`config.mk`:
```
export PLATFORM = sky130hd
export DESIGN_NAME = floattoint_flat
export DESIGN_NICKNAME = d
export VERILOG_FILES = /design/src/rtl/fp_pkg.sv /design/src/rtl/floattoint_if.sv /design/src/rtl/float_align_shift.sv /design/src/rtl/floattoint.sv /design/src/flat_wrapper.sv
export SDC_FILE = /design/constraint.sdc
export NUM_CORES = 1
export LEC_CHECK = 0
export BUFFER_PORTS_ARGS = -buffer_cell sky130_fd_sc_hd__clkbuf_2
export CORE_MARGIN = 2
export CORE_UTILIZATION = 26
export DETAILED_ROUTE_END_ITERATION = 10
export GPL_ROUTABILITY_DRIVEN = 0
export PLACE_DENSITY = 0.42
export SYNTH_ARGS = -nofsm -noshare
export SYNTH_HDL_FRONTEND = slang
export SYNTH_SLANG_ARGS = --single-unit
```
`constraint.sdc`:
```
create_clock -name clk -period 9.95 [get_ports clk]
set_input_delay 1.4925 -clock clk [delete_from_list [all_inputs] [get_ports clk]]
set_output_delay 1.4925 -clock clk [all_outputs]
set_load 0.03 [all_outputs]
```
`src/rtl/fp_pkg.sv`:
```
// Shared definitions for the single-precision float utility blocks
// (int-to-float, float-to-int and friends).
package fp_pkg;

  localparam int unsigned FP32_EXP_BIAS    = 127;
  localparam int unsigned FP32_EXP_W       = 8;
  localparam int unsigned FP32_MAN_W       = 23;
  localparam logic [7:0]  FP32_EXP_SPECIAL = 8'hFF;

  // Common sequencing states for the multi-cycle float converters.
  typedef enum logic [1:0] {
    FP_IDLE,
    FP_CAPTURE,
    FP_ALIGN,
    FP_ROUND
  } fp_state_e;

  // Unbiased exponent e-127 as a 9-bit signed value.
  function automatic logic signed [8:0] fp32_unbias(input logic [7:0] e);
    return $signed({1'b0, e}) - $signed(9'(FP32_EXP_BIAS));
  endfunction

endpackage

```
`src/rtl/floattoint_if.sv`:
```
// Start/done handshake and result bus of the float-to-int converter.
interface floattoint_if #(
  parameter int unsigned OUT_WIDTH = 16
) ();

  logic                        start;
  logic [31:0]                 floatin;
  logic signed [OUT_WIDTH-1:0] intout;
  logic                        busy;
  logic                        done;
  logic                        overflow;
  logic                        invalid;

  modport master (
    output start, floatin,
    input  intout, busy, done, overflow, invalid
  );

  modport slave (
    input  start, floatin,
    output intout, busy, done, overflow, invalid
  );

endinterface

```
`src/rtl/float_align_shift.sv`:
```
// Combinational aligner: turns {1,m} and the unbiased exponent into the
// integer part, the first fraction bit (round bit) and a too-large flag.
module float_align_shift
  import fp_pkg::*;
#(
  parameter int unsigned OUT_WIDTH = 16
) (
  input  logic [FP32_MAN_W:0]  man_i,
  input  logic signed [8:0]    exp_i,
  output logic [OUT_WIDTH-1:0] int_o,
  output logic                 round_o,
  output logic                 too_large_o
);

  localparam int unsigned       WIDE_W = FP32_MAN_W + 1 + OUT_WIDTH;
  localparam logic signed [8:0] E_MAX  = 9'(OUT_WIDTH - 1);
  localparam logic signed [8:0] E_MIN  = -9'sd1;

  logic [OUT_WIDTH:0] fix;
  logic [5:0]         shamt;

  // Shifting {1,m} left by E+1 and dropping 23 bits leaves floor(2*|x|):
  // integer part in the upper OUT_WIDTH bits, round bit in bit 0.
  always_comb begin
    fix         = '0;
    shamt       = '0;
    too_large_o = (exp_i >= E_MAX);
    if (!too_large_o && (exp_i >= E_MIN)) begin
      shamt = 6'(exp_i + 9'sd1);
      fix   = (OUT_WIDTH+1)'((WIDE_W'(man_i) << shamt) >> FP32_MAN_W);
    end
    int_o   = fix[OUT_WIDTH:1];
    round_o = fix[0];
  end

endmodule

```
`src/rtl/floattoint.sv`:
```
// Multi-cycle IEEE-754 single to signed integer converter with explicit
// rounding, saturation and NaN flagging.
module floattoint
  import fp_pkg::*;
#(
  parameter int unsigned OUT_WIDTH     = 16,
  parameter bit          ROUND_NEAREST = 1'b1
) (
  input logic         clk,
  input logic         reset,
  floattoint_if.slave bus
);

  localparam logic [OUT_WIDTH-1:0] POS_MAX = {1'b0, {(OUT_WIDTH-1){1'b1}}};
  localparam logic [OUT_WIDTH-1:0] NEG_MIN = {1'b1, {(OUT_WIDTH-1){1'b0}}};
  localparam logic [7:0]           EXP_MIN_EXACT = 8'(FP32_EXP_BIAS + OUT_WIDTH - 1);

  fp_state_e             state_q, state_d;
  logic [31:0]           fin_q, fin_d;
  logic                  sign_q, sign_d;
  logic [7:0]            exp_q, exp_d;
  logic [FP32_MAN_W:0]   man_q, man_d;
  logic [OUT_WIDTH-1:0]  int_q, int_d;
  logic                  rnd_q, rnd_d;
  logic                  big_q, big_d;
  logic [OUT_WIDTH-1:0]  intout_q, intout_d;
  logic                  done_q, done_d;
  logic                  ovf_q, ovf_d;
  logic                  inv_q, inv_d;

  logic signed [8:0]     exp_unb;
  logic [OUT_WIDTH-1:0]  sh_int;
  logic                  sh_round;
  logic                  sh_big;

  logic [OUT_WIDTH-1:0]  mag;
  logic [OUT_WIDTH-1:0]  sat;
  logic                  man_zero;
  logic [OUT_WIDTH-1:0]  res;
  logic                  res_ovf;
  logic                  res_inv;

  assign exp_unb = fp32_unbias(exp_q);

  float_align_shift #(
    .OUT_WIDTH (OUT_WIDTH)
  ) u_align (
    .man_i       (man_q),
    .exp_i       (exp_unb),
    .int_o       (sh_int),
    .round_o     (sh_round),
    .too_large_o (sh_big)
  );

  // Final result: special cases, rounding, saturation and sign.
  always_comb begin
    res      = '0;
    res_ovf  = 1'b0;
    res_inv  = 1'b0;
    man_zero = (man_q[FP32_MAN_W-1:0] == '0);
    sat      = sign_q ? NEG_MIN : POS_MAX;
    mag      = int_q + (ROUND_NEAREST ? OUT_WIDTH'(rnd_q) : '0);
    if (exp_q == '0) begin
      res = '0;
    end else if (exp_q == FP32_EXP_SPECIAL) begin
      if (!man_zero) begin
        res_inv = 1'b1;
      end else begin
        res     = sat;
        res_ovf = 1'b1;
      end
    end else if (big_q) begin
      if (sign_q && (exp_q == EXP_MIN_EXACT) && man_zero) begin
        res = NEG_MIN;
      end else begin
        res     = sat;
        res_ovf = 1'b1;
      end
    end else if (!sign_q && mag[OUT_WIDTH-1]) begin
      res     = POS_MAX;
      res_ovf = 1'b1;
    end else begin
      res = sign_q ? ('0 - mag) : mag;
    end
  end

  // Sequencer: accept, capture fields, align, then round and publish.
  always_comb begin
    state_d  = state_q;
    fin_d    = fin_q;
    sign_d   = sign_q;
    exp_d    = exp_q;
    man_d    = man_q;
    int_d    = int_q;
    rnd_d    = rnd_q;
    big_d    = big_q;
    intout_d = intout_q;
    done_d   = done_q;
    ovf_d    = ovf_q;
    inv_d    = inv_q;
    case (state_q)
      FP_IDLE: begin
        if (bus.start) begin
          fin_d   = bus.floatin;
          state_d = FP_CAPTURE;
        end
      end
      FP_CAPTURE: begin
        sign_d  = fin_q[31];
        exp_d   = fin_q[FP32_MAN_W +: FP32_EXP_W];
        man_d   = {1'b1, fin_q[FP32_MAN_W-1:0]};
        done_d  = 1'b0;
        state_d = FP_ALIGN;
      end
      FP_ALIGN: begin
        int_d   = sh_int;
        rnd_d   = sh_round;
        big_d   = sh_big;
        state_d = FP_ROUND;
      end
      FP_ROUND: begin
        intout_d = res;
        ovf_d    = res_ovf;
        inv_d    = res_inv;
        done_d   = 1'b1;
        state_d  = FP_IDLE;
      end
      default: state_d = FP_IDLE;
    endcase
  end

  // State and datapath registers with synchronous reset.
  always_ff @(posedge clk) begin
    if (reset) begin
      state_q  <= FP_IDLE;
      fin_q    <= '0;
      sign_q   <= 1'b0;
      exp_q    <= '0;
      man_q    <= '0;
      int_q    <= '0;
      rnd_q    <= 1'b0;
      big_q    <= 1'b0;
      intout_q <= '0;
      done_q   <= 1'b0;
      ovf_q    <= 1'b0;
      inv_q    <= 1'b0;
    end else begin
      state_q  <= state_d;
      fin_q    <= fin_d;
      sign_q   <= sign_d;
      exp_q    <= exp_d;
      man_q    <= man_d;
      int_q    <= int_d;
      rnd_q    <= rnd_d;
      big_q    <= big_d;
      intout_q <= intout_d;
      done_q   <= done_d;
      ovf_q    <= ovf_d;
      inv_q    <= inv_d;
    end
  end

  assign bus.intout   = intout_q;
  assign bus.busy     = (state_q != FP_IDLE);
  assign bus.done     = done_q;
  assign bus.overflow = ovf_q;
  assign bus.invalid  = inv_q;

endmodule

```
`src/flat_wrapper.sv`:
```
// flat-port wrapper written by rule: the top's interface ports become plain ports
module floattoint_flat import fp_pkg::*;
#(
  parameter int unsigned OUT_WIDTH     = 16,
  parameter bit          ROUND_NEAREST = 1'b1
)
  (clk, reset, bus_start, bus_floatin, bus_intout, bus_busy, bus_done, bus_overflow, bus_invalid);
  floattoint_if #(.OUT_WIDTH(OUT_WIDTH)) bus_i ();
  input logic clk;
  input logic reset;
  input wire logic [$bits(bus_i.start)-1:0] bus_start;
  input wire logic [$bits(bus_i.floatin)-1:0] bus_floatin;
  output wire logic [$bits(bus_i.intout)-1:0] bus_intout;
  output wire logic [$bits(bus_i.busy)-1:0] bus_busy;
  output wire logic [$bits(bus_i.done)-1:0] bus_done;
  output wire logic [$bits(bus_i.overflow)-1:0] bus_overflow;
  output wire logic [$bits(bus_i.invalid)-1:0] bus_invalid;
  assign bus_i.start = bus_start;
  assign bus_i.floatin = bus_floatin;
  assign bus_intout = bus_i.intout;
  assign bus_busy = bus_i.busy;
  assign bus_done = bus_i.done;
  assign bus_overflow = bus_i.overflow;
  assign bus_invalid = bus_i.invalid;
  floattoint #(.OUT_WIDTH(OUT_WIDTH), .ROUND_NEAREST(ROUND_NEAREST)) u_core (.clk(clk), .reset(reset), .bus(bus_i));
endmodule
```
---- Yosys cells after proc, flatten, opt, wreduce, memory -nomap -nowiden ----
Index checks and enable logic that the tools add are counted.
storage, ports and cells
  flip-flop bits (word level) ............. 104
  input bits .............................. 35
  output and inout bits ................... 20
  logic and storage cells ................. 58
cells by class
  add/subtract/negate cells ............... 4
  $lt $le $gt $ge ......................... 2
  equal/unequal tests ..................... 6
  shift operators ......................... 1
  mux-type cells .......................... 21
  reduce and logical (&&, ||, !) cells .... 12
operator list
  cell                   number
  $mux 16                8
  $shl 24x6->40          1
  $logic_not 23->1       1
  $mux 17                1
  $add 16x1->16          1
  $eq 8x8->1 const B     2
  $sub 1x16->16 const A  1
  $ge 9x1->1 const B     1
  $ge 9x5->1 const B     1
  $mux 1                 9
  $sub 8x7->9 const B    1
  $logic_not 8->1        1
  $pmux 2 s4             1
  $add 6x2->6 const B    1
  $eq 2x2->1 const B     2
  $logic_and 1x1->1      4
  $reduce_bool 2->1      2
  $eq 2x1->1 const B     1
  $logic_not 1->1        2
  $logic_not 2->1        1
  $mux 2                 1
  $ne 2x2->1 const B     1
  $pmux 1 s2             1
  $reduce_and 2->1       1

---- Longest topological paths before layout ----
  depth after elaboration ................. 7
  mapped depth ............................ 12
  depth with buffers taken out ............ 11

---- Hierarchy ----
Synthesis repeated with hierarchy kept, for this count alone.
second synthesis, totals
  cells, all modules ...................... 852
  area, all modules ....................... 6947.9 µm²
by module, submodules not included
  module             times used  cells each  area an instance (µm²)  sequential area each (µm²)
  floattoint         1           602         5022.3                  2082.0
  float_align_shift  1           250         1925.6                  0.0

---- Worst setup path after synthesis ----
OpenSTA, ideal clock, no wires.
  kind .................................... flip-flop to flip-flop
  start point ............................. register u_core.exp_q[0]
  end point ............................... register u_core.int_q[1]
  setup time .............................. 92 ps
  arrival time ............................ 3047 ps
  data required time ...................... 9858 ps
  setup slack ............................. 6811 ps
  cell stages (with the launch flop) ...... 12
  path buffers ............................ 2
  clock period less this slack ............ 3139 ps
  cell sequence ........................... dfxtp_1 -> buf_2 -> clkbuf_1 -> inv_1 -> ha_1 -> nor2b_1 -> nand4b_1 -> xor2_1 -> nor4b_2 -> a2111oi_4 -> nand3b_1 -> o32ai_1
on the way
  word-level cells in the longest chain between the ends .. 5
  elaborated cells on any way between the ends .. 8
  classes of those cells .................. add/sub (2); order compare (2); shift (1); mux (1); reduce/logical (2)
ends and longest elaborated chain
  what                                                                 RTL line                 source
  from (decl)                                                          floattoint.sv:21         logic [7:0] exp_q, exp_d;
  from (signal assigned)                                               floattoint.sv:151        exp_q <= exp_d;
  $sub 8x7->9 (*)                                                      fp_pkg.sv:20             return $signed({1'b0, e}) - $signed(9'(FP32_EXP_BIAS));
  parallel branches: the longest is 3 deep, another holds $add 6x2->6  -
  $mux 17 (*)                                                          float_align_shift.sv:28  if (!too_large_o && (exp_i >= E_MIN)) begin
  to (signal assigned)                                                 floattoint.sv:153        int_q <= int_d;
  to (decl)                                                            floattoint.sv:23         logic [OUT_WIDTH-1:0] int_q, int_d;
Mark *: on every way between the ends.
A chain may end at the register's enable or synchronous reset.

---- Final worst setup path ----
  start point ............................. register u_core.exp_q[0]
  end point ............................... register u_core.int_q[4]
Same word-level chain as after synthesis.

==> results.md <==
* Pwr Total at 1210 uW
* TritonCTS buffer count at 9
* CTS tree: done
* Initial core utilization at 0.266
* TNS Setup at 0 ps
* N_diodes at 0
* Drt first pass iters at 4
* Initial DRC Count at 414
* FF-to-FF End: u_core.int_q[4]$_SDFFE_PP0P_
* Worst-path fanout max at 34
* Worst EP arrival at 4590 ps
* Syn Nets at 869
* Hpwl dp at 13,200 um
* Netlist cell types at 67
* Post-synth top cells: nand2_1 (130), dfxtp_1 (104), nor2_1 (93)
* Post-route ant nets at 0
* Grt ovf at 0
* Htree depth at 3
* R2r setup slk at 5640 ps
* P per Cell Area at 166 nW/um2
* HP Class: flip-flop to flip-flop
* Worst setup EP type: flip-flop
* Top Ports at 55
* Die width at 162 um
* Top cell type's share of synthesized area at 0.320
* Top_reg_cell synth: dfxtp_1
* Met2 usage at 0.221
* First-pass GRT wire length at 29,900 um
* Max Clk Rate at 232 MHz
* Clk root buf: clkbuf_16
* Post-Layout Cell Count at 1,162
* Crit Path Category: flip-flop to flip-flop
* Core Util, Final at 0.298
* Final Max Tran Viols at 0
* Die footprint at 26,300 um2
* Syn avg cell area at 7.93 um2
* Total global-route track usage at 0.138
* CTS resizes at 0
* Slew @ Worst Pin at 1070 ps
* Worst setup path endpoint: u_core.int_q[4]$_SDFFE_PP0P_
* Final Hold Viols at 0
* Skew final at 20.9 ps
* RSZ-0062 raised after global routing: false
* Post-synth EDFFs at 0
* Status: completed
* Area Growth Syn to Fin at 12.2%
* Inst Count DP at 1,146
* P_leak at 0.00254 uW
* FF-to-FF path depth at 9
* Core box area at 24,500 um2
* Routed vias/inst at 5.04
* Synthesis warning total at 0
* Post-CTS Setup Bufs at 0
* Yosys reg bits at 104
* Final-stage net count at 882
* Routed len/inst at 15.5 um
* Fin crit period at 4310 ps
* Worst reg2reg startpoint: u_core.exp_q[0]$_SDFFE_PP0P_
* Area after DPL at 7010 um2
* Yosys top cell by area: dfxtp_1
* DRC errors left at 0
* M3 GR Usage at 0.0215
* Initial antenna violation count at 0
* Die span in y at 162 um
* Top post-synthesis cells by area: dfxtp_1 (32%), nand2_1 (7.5%), mux4_2 (7.3%)
* Busiest grt layer: met2
* Ys async rst share at 0
* Crit path from: u_core.exp_q[0]$_SDFFE_PP0P_
* Final setup fails at 0
* Most frequent cell after synthesis: nand2_1
* Vias in the first global route at 5,486
* Sequential share of the synthesized area at 0.320
* Crit path required time at 10,230 ps
* Share of cells above drive strength 1 at 0.130
* Via count at 5,853
* Met1 Usage GRT at 0.198
* Finished Cell Area at 7300 um2
* Row cnt at 57
* Worst VDD drop at 0.0980 mV
* CTS clk-pin slew, worst paths at 80 ps
* Maxcap violations at 0
* CTS Sinks at 104
* Largest net degree at the start of global routing at 84
* IO buf count at 54
* Relative slew slack at 0.290
* Critical Path Start Type: flip-flop
* CTS Buffer Depth at 2
* Later-pin clock latency in the skew report at 360 ps
* Hold-fix buffers at CTS at 0
* Post-synthesis cell area at 6510 um2
* Syn Inst Count at 820
* Part of the cycle the worst path needs at 0.433
* WL final at 18,100 um
-- area by class of cell --
| cell class | count | area [um2] |
|---|---|---|
| tap | 324 | 405 |
| sequential | 104 | 2080 |
| fill | 2683 | 17200 |
| timing repair buffer | 61 | 325 |
| inverter | 19 | 71.3 |
| clock buffer | 9 | 225 |
| multi-input combinational | 638 | 4120 |
| clock inverter | 7 | 67.6 |
-- logic make-up (layout without fill, tap and decap cells) --
| logic type | Yosys count | in the layout | synth area share |
|---|---|---|---|
| and+or+nand+nor | 336 | 336 | 0.235 |
| AOI/OAI and AO/OA | 192 | 192 | 0.187 |
| DFF | 104 | 104 | 0.320 |
| buffers and inverters | 78 | 96 | 0.0471 |
| muxes | 68 | 68 | 0.145 |
| xor gates and xnor gates | 28 | 28 | 0.0388 |
| adders and majority gates | 14 | 14 | 0.0269 |
-- worst min path at each step --
stage / start / endpoint / slack, ps / cells past startpoint
floorplan: u_core.fin_q[0]$_SDFFE_PP0P_ / u_core.fin_q[0]$_SDFFE_PP0P_ / 440 / 2
finish: u_core.fin_q[18]$_SDFFE_PP0P_ / u_core.fin_q[18]$_SDFFE_PP0P_ / 460 / 2
global route: u_core.fin_q[15]$_SDFFE_PP0P_ / u_core.fin_q[15]$_SDFFE_PP0P_ / 480 / 2
CTS: u_core.fin_q[15]$_SDFFE_PP0P_ / u_core.fin_q[15]$_SDFFE_PP0P_ / 460 / 2
detailed placement: u_core.fin_q[15]$_SDFFE_PP0P_ / u_core.fin_q[15]$_SDFFE_PP0P_ / 450 / 2
global placement: u_core.bus.intout[4]$_SDFFE_PP0P_ / u_core.bus.intout[4]$_SDFFE_PP0P_ / 440 / 2
-- placed cells by master (no fill, tap or decap), types with 9 or more instances in the layout --
| master | synthesis | layout |
|---|---|---|
| a21oi_1 | 79 | 79 |
| and3_1 | 11 | 11 |
| clkbuf_16 | 0 | 9 |
| clkbuf_2 | 1 | 53 |
| dfxtp_1 | 104 | 103 |
| ha_1 | 14 | 13 |
| inv_1 | 17 | 17 |
| mux2i_1 | 47 | 47 |
| mux4_2 | 21 | 21 |
| nand2_1 | 130 | 130 |
| nand3_1 | 24 | 24 |
| nand4_1 | 14 | 14 |
| nor2_1 | 93 | 93 |
| nor3_1 | 21 | 21 |
| o21ai_0 | 26 | 26 |
| xnor2_1 | 19 | 19 |
-- power breakdown --
part,internal (uW),switching (uW)
Clock,177,181
Combinational,134,222
Sequential,455,41.8
-- through the flow --
stage	setup WS, ps	hold WS, ps
final	5640	457
after global routing	5180	477
after CTS	5610	461
after detailed placement	5660	448
after global placement	5710	444
after floorplan	6810	436
-- flip-flops by register name, summed over array words and instances (netlist names) --
name / flops
u_core.fin_q: 32
u_core.man_q: 24
u_core.bus.intout: 16
u_core.int_q: 16
u_core.exp_q: 8
u_core.state_q: 2
u_core.big_q: 1
u_core.bus.done: 1
u_core.bus.invalid: 1
u_core.bus.overflow: 1
u_core.rnd_q: 1
u_core.sign_q: 1
-- worst max-delay path, stage by stage (launching register included) --
cell and delay, ps:
dfxtp_2 910, inv_1 310, ha_1 1090, nor2b_1 340
nand4b_1 150, xor2_1 190, a21oi_1 150, a2111oi_4 660
o2111ai_1 270, a21oi_1 170
-- metal layers --
layer | wire length (um) | vias up | part of all wire
li1 | - | 2978 | -
met1 | 9000 | 2774 | 0.50
met2 | 8350 | 90 | 0.46
met3 | 530 | 11 | 0.029
met4 | 174 | 0 | 0.0096
met5 | 0 | - | 0
No activity file was read; power rests on OpenSTA's default activity.
